$ cat src/rtl/jt12_dcrm.sv
// DC-removal high-pass stage after the channel accumulator: y[n] = x[n] - x[n-1] + a*y[n-1],
// a = 1 - 2^-K, with a saturated DW-bit output, a one-cycle valid strobe and a bypass mode.
module jt12_dcrm #(
  parameter int unsigned DW = 16,
  parameter int unsigned K  = 8
) (
  input  logic                 clk,
  input  logic                 rst_n,
  input  logic                 clk_en,
  input  logic                 enable,
  input  logic signed [DW-1:0] din,
  input  logic                 din_valid,
  output logic signed [DW-1:0] dout,
  output logic                 dout_valid,
  output logic                 ovf
);

  localparam int unsigned AW = DW + K + 3;  // accumulator width, K fractional bits
  localparam int unsigned SW = AW + 2;      // headroom for the unsaturated sum

  localparam logic signed [AW-1:0] AccMax = {1'b0, {(AW-1){1'b1}}};
  localparam logic signed [AW-1:0] AccMin = {1'b1, {(AW-1){1'b0}}};
  localparam logic signed [DW-1:0] OutMax = {1'b0, {(DW-1){1'b1}}};
  localparam logic signed [DW-1:0] OutMin = {1'b1, {(DW-1){1'b0}}};

  logic                 accept;
  logic signed [DW:0]   d_q, d_d;
  logic signed [DW-1:0] x_prev_q, x_prev_d;
  logic                 s1_valid_q, s1_valid_d;
  logic                 s1_byp_q, s1_byp_d;
  logic signed [AW-1:0] acc_q, acc_d;
  logic signed [DW-1:0] dout_q, dout_d;
  logic                 dout_valid_q, dout_valid_d;
  logic                 ovf_q, ovf_d;

  logic signed [SW-1:0] acc_ext, shr_ext, d_ext, sum;
  logic signed [AW-1:0] acc_nx, y;
  logic                 y_fits;
  logic signed [DW-1:0] y_sat;

  assign accept = clk_en & din_valid;

  // Stage 1: first difference, or raw sample in bypass.
  always_comb begin
    d_d        = d_q;
    x_prev_d   = x_prev_q;
    s1_byp_d   = s1_byp_q;
    s1_valid_d = accept;
    if (accept) begin
      s1_byp_d = ~enable;
      if (enable) begin
        d_d      = {din[DW-1], din} - {x_prev_q[DW-1], x_prev_q};
        x_prev_d = din;
      end else begin
        d_d      = {din[DW-1], din};
        x_prev_d = '0;
      end
    end
  end

  // Stage 2: leaky integrator; a*acc done as acc - (acc >>> K).
  always_comb begin
    acc_ext = {{2{acc_q[AW-1]}}, acc_q};
    shr_ext = {{2{acc_q[AW-1]}}, (acc_q >>> K)};
    d_ext   = {{(SW-DW-1){d_q[DW]}}, d_q};
    sum     = acc_ext - shr_ext + (d_ext <<< K);
    if ((&sum[SW-1:AW-1]) | ~(|sum[SW-1:AW-1])) begin
      acc_nx = sum[AW-1:0];
    end else begin
      acc_nx = sum[SW-1] ? AccMin : AccMax;
    end
    y      = acc_nx >>> K;
    y_fits = (&y[AW-1:DW-1]) | ~(|y[AW-1:DW-1]);
    if (y_fits) begin
      y_sat = y[DW-1:0];
    end else begin
      y_sat = y[AW-1] ? OutMin : OutMax;
    end
  end

  always_comb begin
    acc_d        = acc_q;
    dout_d       = dout_q;
    ovf_d        = 1'b0;
    dout_valid_d = s1_valid_q;
    if (s1_valid_q) begin
      if (s1_byp_q) begin
        acc_d  = '0;
        dout_d = d_q[DW-1:0];
      end else begin
        acc_d  = acc_nx;
        dout_d = y_sat;
        ovf_d  = ~y_fits;
      end
    end
  end

  always_ff @(posedge clk or negedge rst_n) begin
    if (!rst_n) begin
      d_q          <= '0;
      x_prev_q     <= '0;
      s1_valid_q   <= 1'b0;
      s1_byp_q     <= 1'b0;
      acc_q        <= '0;
      dout_q       <= '0;
      dout_valid_q <= 1'b0;
      ovf_q        <= 1'b0;
    end else begin
      d_q          <= d_d;
      x_prev_q     <= x_prev_d;
      s1_valid_q   <= s1_valid_d;
      s1_byp_q     <= s1_byp_d;
      acc_q        <= acc_d;
      dout_q       <= dout_d;
      dout_valid_q <= dout_valid_d;
      ovf_q        <= ovf_d;
    end
  end

  assign dout       = dout_q;
  assign dout_valid = dout_valid_q;
  assign ovf        = ovf_q;

endmodule

$ cat config.mk
export PLATFORM = sky130hd
export DESIGN_NAME = jt12_dcrm
export DESIGN_NICKNAME = d
export VERILOG_FILES = /design/src/rtl/jt12_dcrm.sv
export SDC_FILE = /design/constraint.sdc
export NUM_CORES = 1
export LEC_CHECK = 0
export BUFFER_PORTS_ARGS = -buffer_cell sky130_fd_sc_hd__clkbuf_2
export CAP_MARGIN = 25
export CORE_MARGIN = 1.5
export CORE_UTILIZATION = 32
export CTS_CLUSTER_DIAMETER = 200
export DETAILED_ROUTE_END_ITERATION = 7
export SYNTH_ARGS = -nofsm -noshare
export SYNTH_HDL_FRONTEND = slang
export SYNTH_SLANG_ARGS = --single-unit
export TNS_END_PERCENT = 10
$ cat constraint.sdc
create_clock -name clk -period 6.3 [get_ports clk]
set_input_delay 0.945 -clock clk [delete_from_list [all_inputs] [get_ports clk]]
set_output_delay 0.945 -clock clk [all_outputs]
set_load 0.005 [all_outputs]
==> results.sh, run 1 <==
export IMPL_status="finished, final reports clean"
export IMPL_drt_first_pass_iters=4
export IMPL_period_needed_ps=4480
export IMPL_endpoint_kind="flop"
export IMPL_synth_cells=778
export IMPL_grt_pass1_vias=5360
export IMPL_grt_start_max_net_pins=67
export IMPL_synth_mux_area_frac=0.00774
export IMPL_path_class="reg -> reg"
export IMPL_postCtsSetupRepairBufs=0
export IMPL_core_region_area_um2=20300
export IMPL_vias=5446
export IMPL_rr_worst_depth=14
export IMPL_place_gp_congestion=0.833
export IMPL_seq_area_um2=2000
export IMPL_clk_pin_slew_ps=60
export IMPL_synth_fa_ha_area_frac=0.160
export IMPL_drtIter0Drc=308
export IMPL_final_layout_size_suffix_gt1_frac=0.119
export IMPL_synth_top_area_frac=0.302
export IMPL_dp_hpwl_um=12100
export IMPL_start_util=0.327
export IMPL_slew_headroom=0.347
export IMPL_ctsLongestPathBuffers=2
export IMPL_cts_root_buf="clkbuf_16"
export IMPL_numCtsBuffers=9
export IMPL_final_nets=890
export IMPL_tns_ps=0
export IMPL_crit_fanout=16
export IMPL_die_h_um=147
export IMPL_diodes=0
export IMPL_cts_resized=0
export IMPL_arrival_ps=4730
export IMPL_cts_hold_buf=0
export IMPL_start_kind="flop"
export IMPL_yosys_area_top_type="dfrtp_1"
export IMPL_synth_simple_area_share=0.136
export IMPL_yosysSeqAreaShare=0.302
export IMPL_synth_seq_cells=80
export IMPL_wirelength_um=16200
export IMPL_fill_cells=2097
export IMPL_synthArstFlopShare=1.00
export IMPL_synth_xor_area_frac=0.0410
export IMPL_synthFlopType="dfrtp_1"
export IMPL_yosysUniqueCellTypes=67
export IMPL_fp_dieW_um=147
export IMPL_worstPathRequired_ps=6560
export IMPL_wl_per_cell_um=15.1
export IMPL_port_buffers=38
export IMPL_areaGrowthSynthToFinish_pct=11.5
export IMPL_synth_edff_count=0
export IMPL_final_antenna_net_count=0
export IMPL_rsz0062_at_grt="no"
export IMPL_route_detailed_drc=0
export IMPL_fmax_mhz=223
export IMPL_crit_reg2reg_capture="dout[6]"
export IMPL_mappedNetlistNets=872
export IMPL_slew_viol_final=0
export IMPL_mostFrequentLayoutCells="inv_1, dfrtp_1, a21oi_1, o21ai_0, ha_1"
export IMPL_final_common_cell="inv_1"
export IMPL_synth_area_leaders="dfrtp_1, ha_1, inv_1"
export IMPL_dieArea_um2=21600
export IMPL_insertion_delay_ps=350
export IMPL_grt_usage=0.158
export IMPL_synth_top_family_by_area="compound AO/OA/AOI/OAI gates"
export IMPL_finalCritPeriodShare=0.710
export IMPL_worst_r2r_setup_slack_ps=1820
export IMPL_overflow=0
export IMPL_synth_compound_area_frac=0.254
export IMPL_skew_ps=8.79
export IMPL_cts_tree="built"
export IMPL_yosysWarningCount=0
export IMPL_finalHoldViolCount=0
export IMPL_multi_input_area_um2=3970
export IMPL_htree_levels=3
export IMPL_reg2reg_from="d_q[3]"
export IMPL_min_path_type="in -> async"
export IMPL_finalSetupViolCount=0
export IMPL_clock_sinks=80
export IMPL_vias_per_cell=5.09
export IMPL_core_rowCount=52
export IMPL_maxCapViolCount=0
export IMPL_syn_avg_cell_area_um2=8.52
export IMPL_tightest_slew_ps=977
export IMPL_antenna_found_initial=0
export IMPL_io_pins=39
export IMPL_grt_pass1_wl_um=27300
export IMPL_synth_cell_area_um2=6630
-- synthesized netlist by cell type, drive strengths merged (4+ instances only) --
master,number
inv,127
dfrtp,80
a21oi,63
o21ai,56
ha,53
nand2,42
nor2,40
nand3,39
o22ai,28
clkbuf,22
xnor2,21
fa,20
a211oi,19
a21o,17
o221ai,17
buf,15
nor3,12
nand2b,11
and3,10
xor2,10
nor2b,8
a31oi,6
or2,6
and2,5
o21a,5
mux2i,4
o211ai,4
o21bai,4
-- flip-flops by register name (all words and copies together), names as in the netlist --
| register | flops |
|---|---|
| acc_q | 27 |
| d_q | 17 |
| dout | 16 |
| dout_valid | 1 |
| dout_valid_d | 1 |
| ovf | 1 |
| s1_byp_q | 1 |
| x_prev_q | 16 |
-- through the flow --
step	instances	hold WS, ps	setup WS [ps]	area, um^2	util
floorplan	778	426	2620	6630	-
finish	1070	452	1820	7390	0.364
CTS	1069	448	1850	7380	0.363
global placement	1053	472	1870	7010	0.345
global route	1070	457	1420	7390	0.364
detailed placement	1054	478	1880	7040	0.347
-- area by class of cell --
cell class / instances / area share
flip-flops and latches: 80 / 0.271
well taps: 270 / 0.0457
clock inverters: 3 / 0.0122
inverters: 127 / 0.0645
multi-input cells: 534 / 0.537
repair buffers: 44 / 0.0359
clock buffers: 12 / 0.0334
-- worst max-delay path, stage by stage (launching register included) --
cell,delay [ps]
dfrtp_1,400
inv_1,90
fa_1,530
inv_1,40
ha_1,360
and3_1,220
and3_4,200
a31oi_1,120
a21oi_1,280
a31oi_1,210
a21oi_1,600
o21ai_2,250
a32oi_4,740
a211oi_1,120
o221ai_1,200
-- layer usage --
metal  GRT usage  up-vias  routed length (um)
li1            -     2740                   -
met2       0.247      114                7300
met1       0.220     2569                7710
met3      0.0224       23                 750
met4      0.0660        0                 423
met5           0        -                   0
-- cells by family (layout without fill, tap and decap cells) --
group | after synthesis | after routing
AO/OA/AOI/OAI | 242 | 242
XOR/XNOR | 31 | 31
flip-flops | 80 | 80
AND/OR/NAND/NOR | 183 | 183
adder cells (fa/ha/maj) | 73 | 73
buffers and inverters | 164 | 186
multiplexers | 5 | 5
-- worst max-delay path by stage --
stage | from | to | slack (ps)
2_1_floorplan | acc_q[26] | dout[10] | 2620
3_3_place_gp | acc_q[26] | dout[2] | 1870
3_5_place_dp | acc_q[26] | dout[1] | 1880
4_1_cts | acc_q[26] | dout[1] | 1850
5_1_grt | d_q[2] | dout[6] | 1420
6_report | d_q[3] | dout[6] | 1820
Power of run 1 is left out: the tool's default activity adds up to more than one toggle a clock period on the data nets, which glitch-free logic cannot reach.
==> run 2, diff against run 1 <==
==> constraint.sdc (replaced) <==
create_clock -name clk -period 4.6 [get_ports clk]
set_input_delay 0.69 -clock clk [delete_from_list [all_inputs] [get_ports clk]]
set_output_delay 0.69 -clock clk [all_outputs]
set_load 0.005 [all_outputs]
==> run 2 against run 1 <==
- first-iteration DRC count rose by 32%
- wire length rose by 2.8%
- sequential cell count did not move
- register-to-register slack got worse by 1500 ps
- non-clock buffer count rose by 4
- critical path depth rose by 2
- largest cell class unchanged
- final area did not move
- critical endpoint is now dout[0]
==> results.sh, run 2 (same netlist as run 1, synthesis figures left out) <==
export IMPL_core_rowCount=52
export IMPL_arrival_ps=4520
export IMPL_min_path_type="in -> async"
export IMPL_cts_resized=0
export IMPL_die_h_um=147
export IMPL_grtUsageMet3=0.0270
export IMPL_place_gp_congestion=0.921
export IMPL_io_pins=39
export IMPL_numCtsBuffers=9
export IMPL_drtIter0Drc=408
export IMPL_path_class="reg -> reg"
export IMPL_grt_pass1_wl_um=28200
export IMPL_grtUsageMet1=0.232
export IMPL_crit_reg2reg_capture="dout[0]"
export IMPL_postCtsSetupRepairBufs=0
export IMPL_fin_util=0.364
export IMPL_core_region_area_um2=20300
export IMPL_crit_fanout=16
export IMPL_final_antenna_net_count=0
export IMPL_grt_start_max_net_pins=61
export IMPL_vias_per_cell=5.05
export IMPL_slew_headroom=0.511
export IMPL_rsz0062_at_grt="no"
export IMPL_clock_sinks=80
export IMPL_slew_viol_final=0
export IMPL_final_common_cell="inv_1"
export IMPL_clk_pin_slew_ps=60
export IMPL_skew_ps=11.5
export IMPL_endpoint_kind="flop"
export IMPL_reg_top3="acc_q (27), d_q (17)"
export IMPL_final_layout_size_suffix_gt1_frac=0.124
export IMPL_overflow=0
export IMPL_finalHoldViolCount=0
export IMPL_dp_hpwl_um=12600
export IMPL_finalSetupViolCount=0
export IMPL_crit_end="dout[0]"
export IMPL_route_detailed_drc=0
export IMPL_wirelength_um=16600
export IMPL_finalCritPeriodShare=0.926
export IMPL_grt_pass1_vias=5484
export IMPL_vias=5421
export IMPL_final_nets=894
export IMPL_tns_ps=0
export IMPL_antenna_found_initial=0
export IMPL_cts_root_buf="clkbuf_16"
export IMPL_setup_slack_ps=341
export IMPL_cts_hold_buf=0
export IMPL_grt_usage=0.163
export IMPL_ctsLongestPathBuffers=2
export IMPL_largest_register_ffs=27
export IMPL_pre_cts_ws_ps=427
export IMPL_worst_r2r_setup_slack_ps=340
export IMPL_dieArea_um2=21600
export IMPL_drt_first_pass_iters=5
export IMPL_start_util=0.327
export IMPL_htree_levels=3
export IMPL_areaGrowthSynthToFinish_pct=11.5
export IMPL_tightest_slew_ps=725
export IMPL_grtUsageMet2=0.254
export IMPL_port_buffers=38
export IMPL_reg2reg_from="acc_q[9]"
export IMPL_fp_dieW_um=147
export IMPL_status="finished, final reports clean"
export IMPL_hold_ws_ps=314
export IMPL_insertion_delay_ps=350
export IMPL_period_needed_ps=4260
export IMPL_grt_busiest_layer="met2"
export IMPL_fmax_mhz=235
export IMPL_cts_tree="built"
export IMPL_fill_cells=2146
export IMPL_diodes=0
export IMPL_rr_worst_depth=16
export IMPL_worstPathRequired_ps=4860
export IMPL_mostFrequentLayoutCells="inv_1, dfrtp_1, a21oi_1, o21ai_0, ha_1"
export IMPL_start_kind="flop"
export IMPL_maxCapViolCount=0
export IMPL_crit_path_start="acc_q[9]"
export IMPL_largest_register="acc_q"
export IMPL_wl_per_cell_um=15.5
-- run 2: cell count changes in the layout (fill, tap and decap cells not counted) --
cell,previous run,this run
buf_12,0,1
buf_16,1,0
buf_8,1,0
buf_4,5,10
clkbuf_8,1,2
clkinv_2,0,1
bufinv_16,3,2
clkbuf_1,2,1
-- run 2: how the worst min path moves through the flow --
stage                            from          end  slack (ps)  cells after the start
after floorplan                 rst_n     acc_q[0]         390                      0
after global placement    x_prev_q[0]  x_prev_q[0]         470                      2
after detailed placement  x_prev_q[0]  x_prev_q[0]         480                      2
after CTS                       rst_n  x_prev_q[1]         330                      1
after global routing            rst_n  x_prev_q[1]         340                      1
final                           rst_n  x_prev_q[1]         310                      1
-- run 2: layer usage --
metal  vias up  share of wire
met2       110           0.45
met4         0          0.017
li1       2747              -
met3        20          0.044
met1      2544           0.49
met5         -              0
-- run 2: per-stage QoR --
stage / instances / area (um^2)
4_1_cts: 1074 / 7390
3_5_place_dp: 1059 / 7070
5_1_grt: 1074 / 7390
2_1_floorplan: 778 / 6630
6_report: 1074 / 7390
3_3_place_gp: 1059 / 7070
-- run 2: area by class of cell --
cell class                 count  area, um^2  share of cell area
multi-input combinational    534        3970               0.537
sequential                    80        2000               0.271
inverter                     127         477              0.0645
tap                          270         338              0.0457
timing repair buffer          48         280              0.0379
clock buffer                  12         256              0.0347
clock inverter                 3        65.1             0.00880
-- run 2: worst max-delay path, stage by stage, from the launching register on --
cell	delay [ps]
dfrtp_1	320
inv_1	80
ha_1	290
ha_1	200
inv_1	70
fa_1	390
nand2b_1	210
a21oi_2	240
o22ai_1	200
o211a_1	290
or2_0	220
o311ai_0	650
nor3_1	170
a32oi_4	260
buf_4	310
a211oi_1	100
o221ai_1	160
Power of run 2 is left out for the same reason.
==> run 3, diff against run 2 <==
--- a/config.mk
+++ b/config.mk
@@ -7,7 +7,6 @@
 export LEC_CHECK = 0
 export BUFFER_PORTS_ARGS = -buffer_cell sky130_fd_sc_hd__clkbuf_2
 export CAP_MARGIN = 25
-export CORE_MARGIN = 1.5
 export CORE_UTILIZATION = 32
 export CTS_CLUSTER_DIAMETER = 200
 export DETAILED_ROUTE_END_ITERATION = 7
==> run 3 against run 2 <==
- fmax fell by 0.73%
- via count increased by 2.1%
- final area increased by 0.24%
- global-route usage fell by 0.088 points
- clock skew down 4.5 ps
- cell count increased by 0.19%
- hold slack improved by 43 ps
- non-clock buffer count up 2
- critical path depth shrank 2
- core utilization increased by 0.086 points
- first-iteration DRC count fell by 13%
==> results.sh, run 3 (same netlist as run 1, synthesis figures left out) <==
export IMPL_numCtsBuffers=9
export IMPL_final_layout_size_suffix_gt1_frac=0.125
export IMPL_route_detailed_drc=0
export IMPL_wl_per_cell_um=15.3
export IMPL_areaGrowthSynthToFinish_pct=11.7
export IMPL_tns_ps=0
export IMPL_finalHoldViolCount=0
export IMPL_maxCapViolCount=0
export IMPL_dp_hpwl_um=12300
export IMPL_cts_root_buf="clkbuf_16"
export IMPL_cts_tree="built"
export IMPL_insertion_delay_ps=350
export IMPL_clock_sinks=80
export IMPL_overflow=0
export IMPL_vias=5536
export IMPL_endpoint_kind="flop"
export IMPL_reg_top3="acc_q (27), d_q (17)"
export IMPL_final_antenna_net_count=0
export IMPL_cp_common_cell="o21ai_0"
export IMPL_status="finished, final reports clean"
export IMPL_cts_resized=0
export IMPL_min_path_type="in -> async"
export IMPL_drtIter0Drc=356
export IMPL_start_kind="flop"
export IMPL_cpPeakStageDelay_ps=580
export IMPL_core_rowCount=52
export IMPL_io_pins=39
export IMPL_core_region_area_um2=20300
export IMPL_htree_levels=3
export IMPL_crit_chain="fa_1 > inv_1 > ha_1 > a21oi_1 > o21ai_0 > nor2_1 > o21ai_0 > a41o_1 > a211oi_1 > and4_2 > a32oi_4 > buf_4 > nor3_1 > o221ai_2"
export IMPL_final_common_cell="inv_1"
export IMPL_postCtsSetupRepairBufs=0
export IMPL_largest_register_ffs=27
export IMPL_final_cells=1076
export IMPL_wirelength_um=16400
export IMPL_fp_dieW_um=146
export IMPL_skew_ps=7.07
export IMPL_final_nets=896
export IMPL_start_util=0.327
export IMPL_cts_hold_buf=0
export IMPL_drt_first_pass_iters=5
export IMPL_dp_cells=1061
export IMPL_grt_pass1_wl_um=27500
export IMPL_cp_slowest_cell="dfrtp_1"
export IMPL_grt_start_max_net_pins=61
export IMPL_arrival_ps=4500
export IMPL_slew_headroom=0.521
export IMPL_mostFrequentLayoutCells="inv_1, dfrtp_1, a21oi_1, o21ai_0, ha_1"
export IMPL_antenna_found_initial=0
export IMPL_period_needed_ps=4290
export IMPL_fill_cells=2150
export IMPL_dieArea_um2=21300
export IMPL_finalCritPeriodShare=0.933
export IMPL_crit_fanout=16
export IMPL_grt_pass1_vias=5402
export IMPL_diodes=0
export IMPL_port_buffers=38
export IMPL_path_class="reg -> reg"
export IMPL_largest_register="acc_q"
export IMPL_tightest_slew_ps=719
export IMPL_slew_viol_final=0
export IMPL_rsz0062_at_grt="no"
export IMPL_die_h_um=146
export IMPL_vias_per_cell=5.14
export IMPL_ctsLongestPathBuffers=2
export IMPL_fmax_mhz=233
export IMPL_clk_pin_slew_ps=60
export IMPL_place_gp_congestion=0.895
export IMPL_grt_usage=0.162
export IMPL_worstPathRequired_ps=4810
export IMPL_finalSetupViolCount=0
## run 3: path summary, 6_finish.rpt
check / endpoint / cells past startpoint / slack (ps) / from
setup / recovery: dout[5] / 14 / 310 / acc_q[26]
hold / removal: x_prev_q[2] / 1 / 360 / rst_n
setup reg to reg: dout[5] / 14 / 310 / acc_q[26]
hold reg to reg: x_prev_q[0] / 2 / 490 / x_prev_q[0]
max in group asynchronous: d_q[12] / 2 / 3340 / rst_n
min in group clk: x_prev_q[0] / 2 / 490 / x_prev_q[0]
## run 3: final cells by class
type,count,area (um^2),area share
clock buffer,12,246,0.0333
clock inverter,3,90.1,0.0122
inverter,127,477,0.0643
multi-input combinational,534,3970,0.536
sequential,80,2000,0.270
tap,270,338,0.0456
timing repair buffer,50,283,0.0382
## run 3: routing by layer
layer  vias to the layer above  wire, um  track usage
met5                         -         0            0
met1                      2643      7980        0.222
met4                         0       308       0.0532
met2                       122      7510        0.257
li1                       2753         -            -
met3                        18       627       0.0295
## run 3: stage by stage
stage / utilization / hold slack (ps) / instance area [um^2] / setup WS, ps
after detailed placement: 0.348 / 478 / 7070 / 401
after CTS: 0.365 / 368 / 7410 / 386
final: 0.365 / 356 / 7410 / 309
after global placement: 0.348 / 474 / 7070 / 496
after floorplan: - / 394 / 6630 / 920
after global routing: 0.365 / 404 / 7410 / 11.1
## run 3: critical path, delay by kind of cell (launching register included)
family,cells,cell delay (ps)
buf+inv,2,280
fa+ha+maj,2,970
compound gates,7,1510
flops,1,580
simple gates,3,780
Power of run 3 is left out for the same reason.
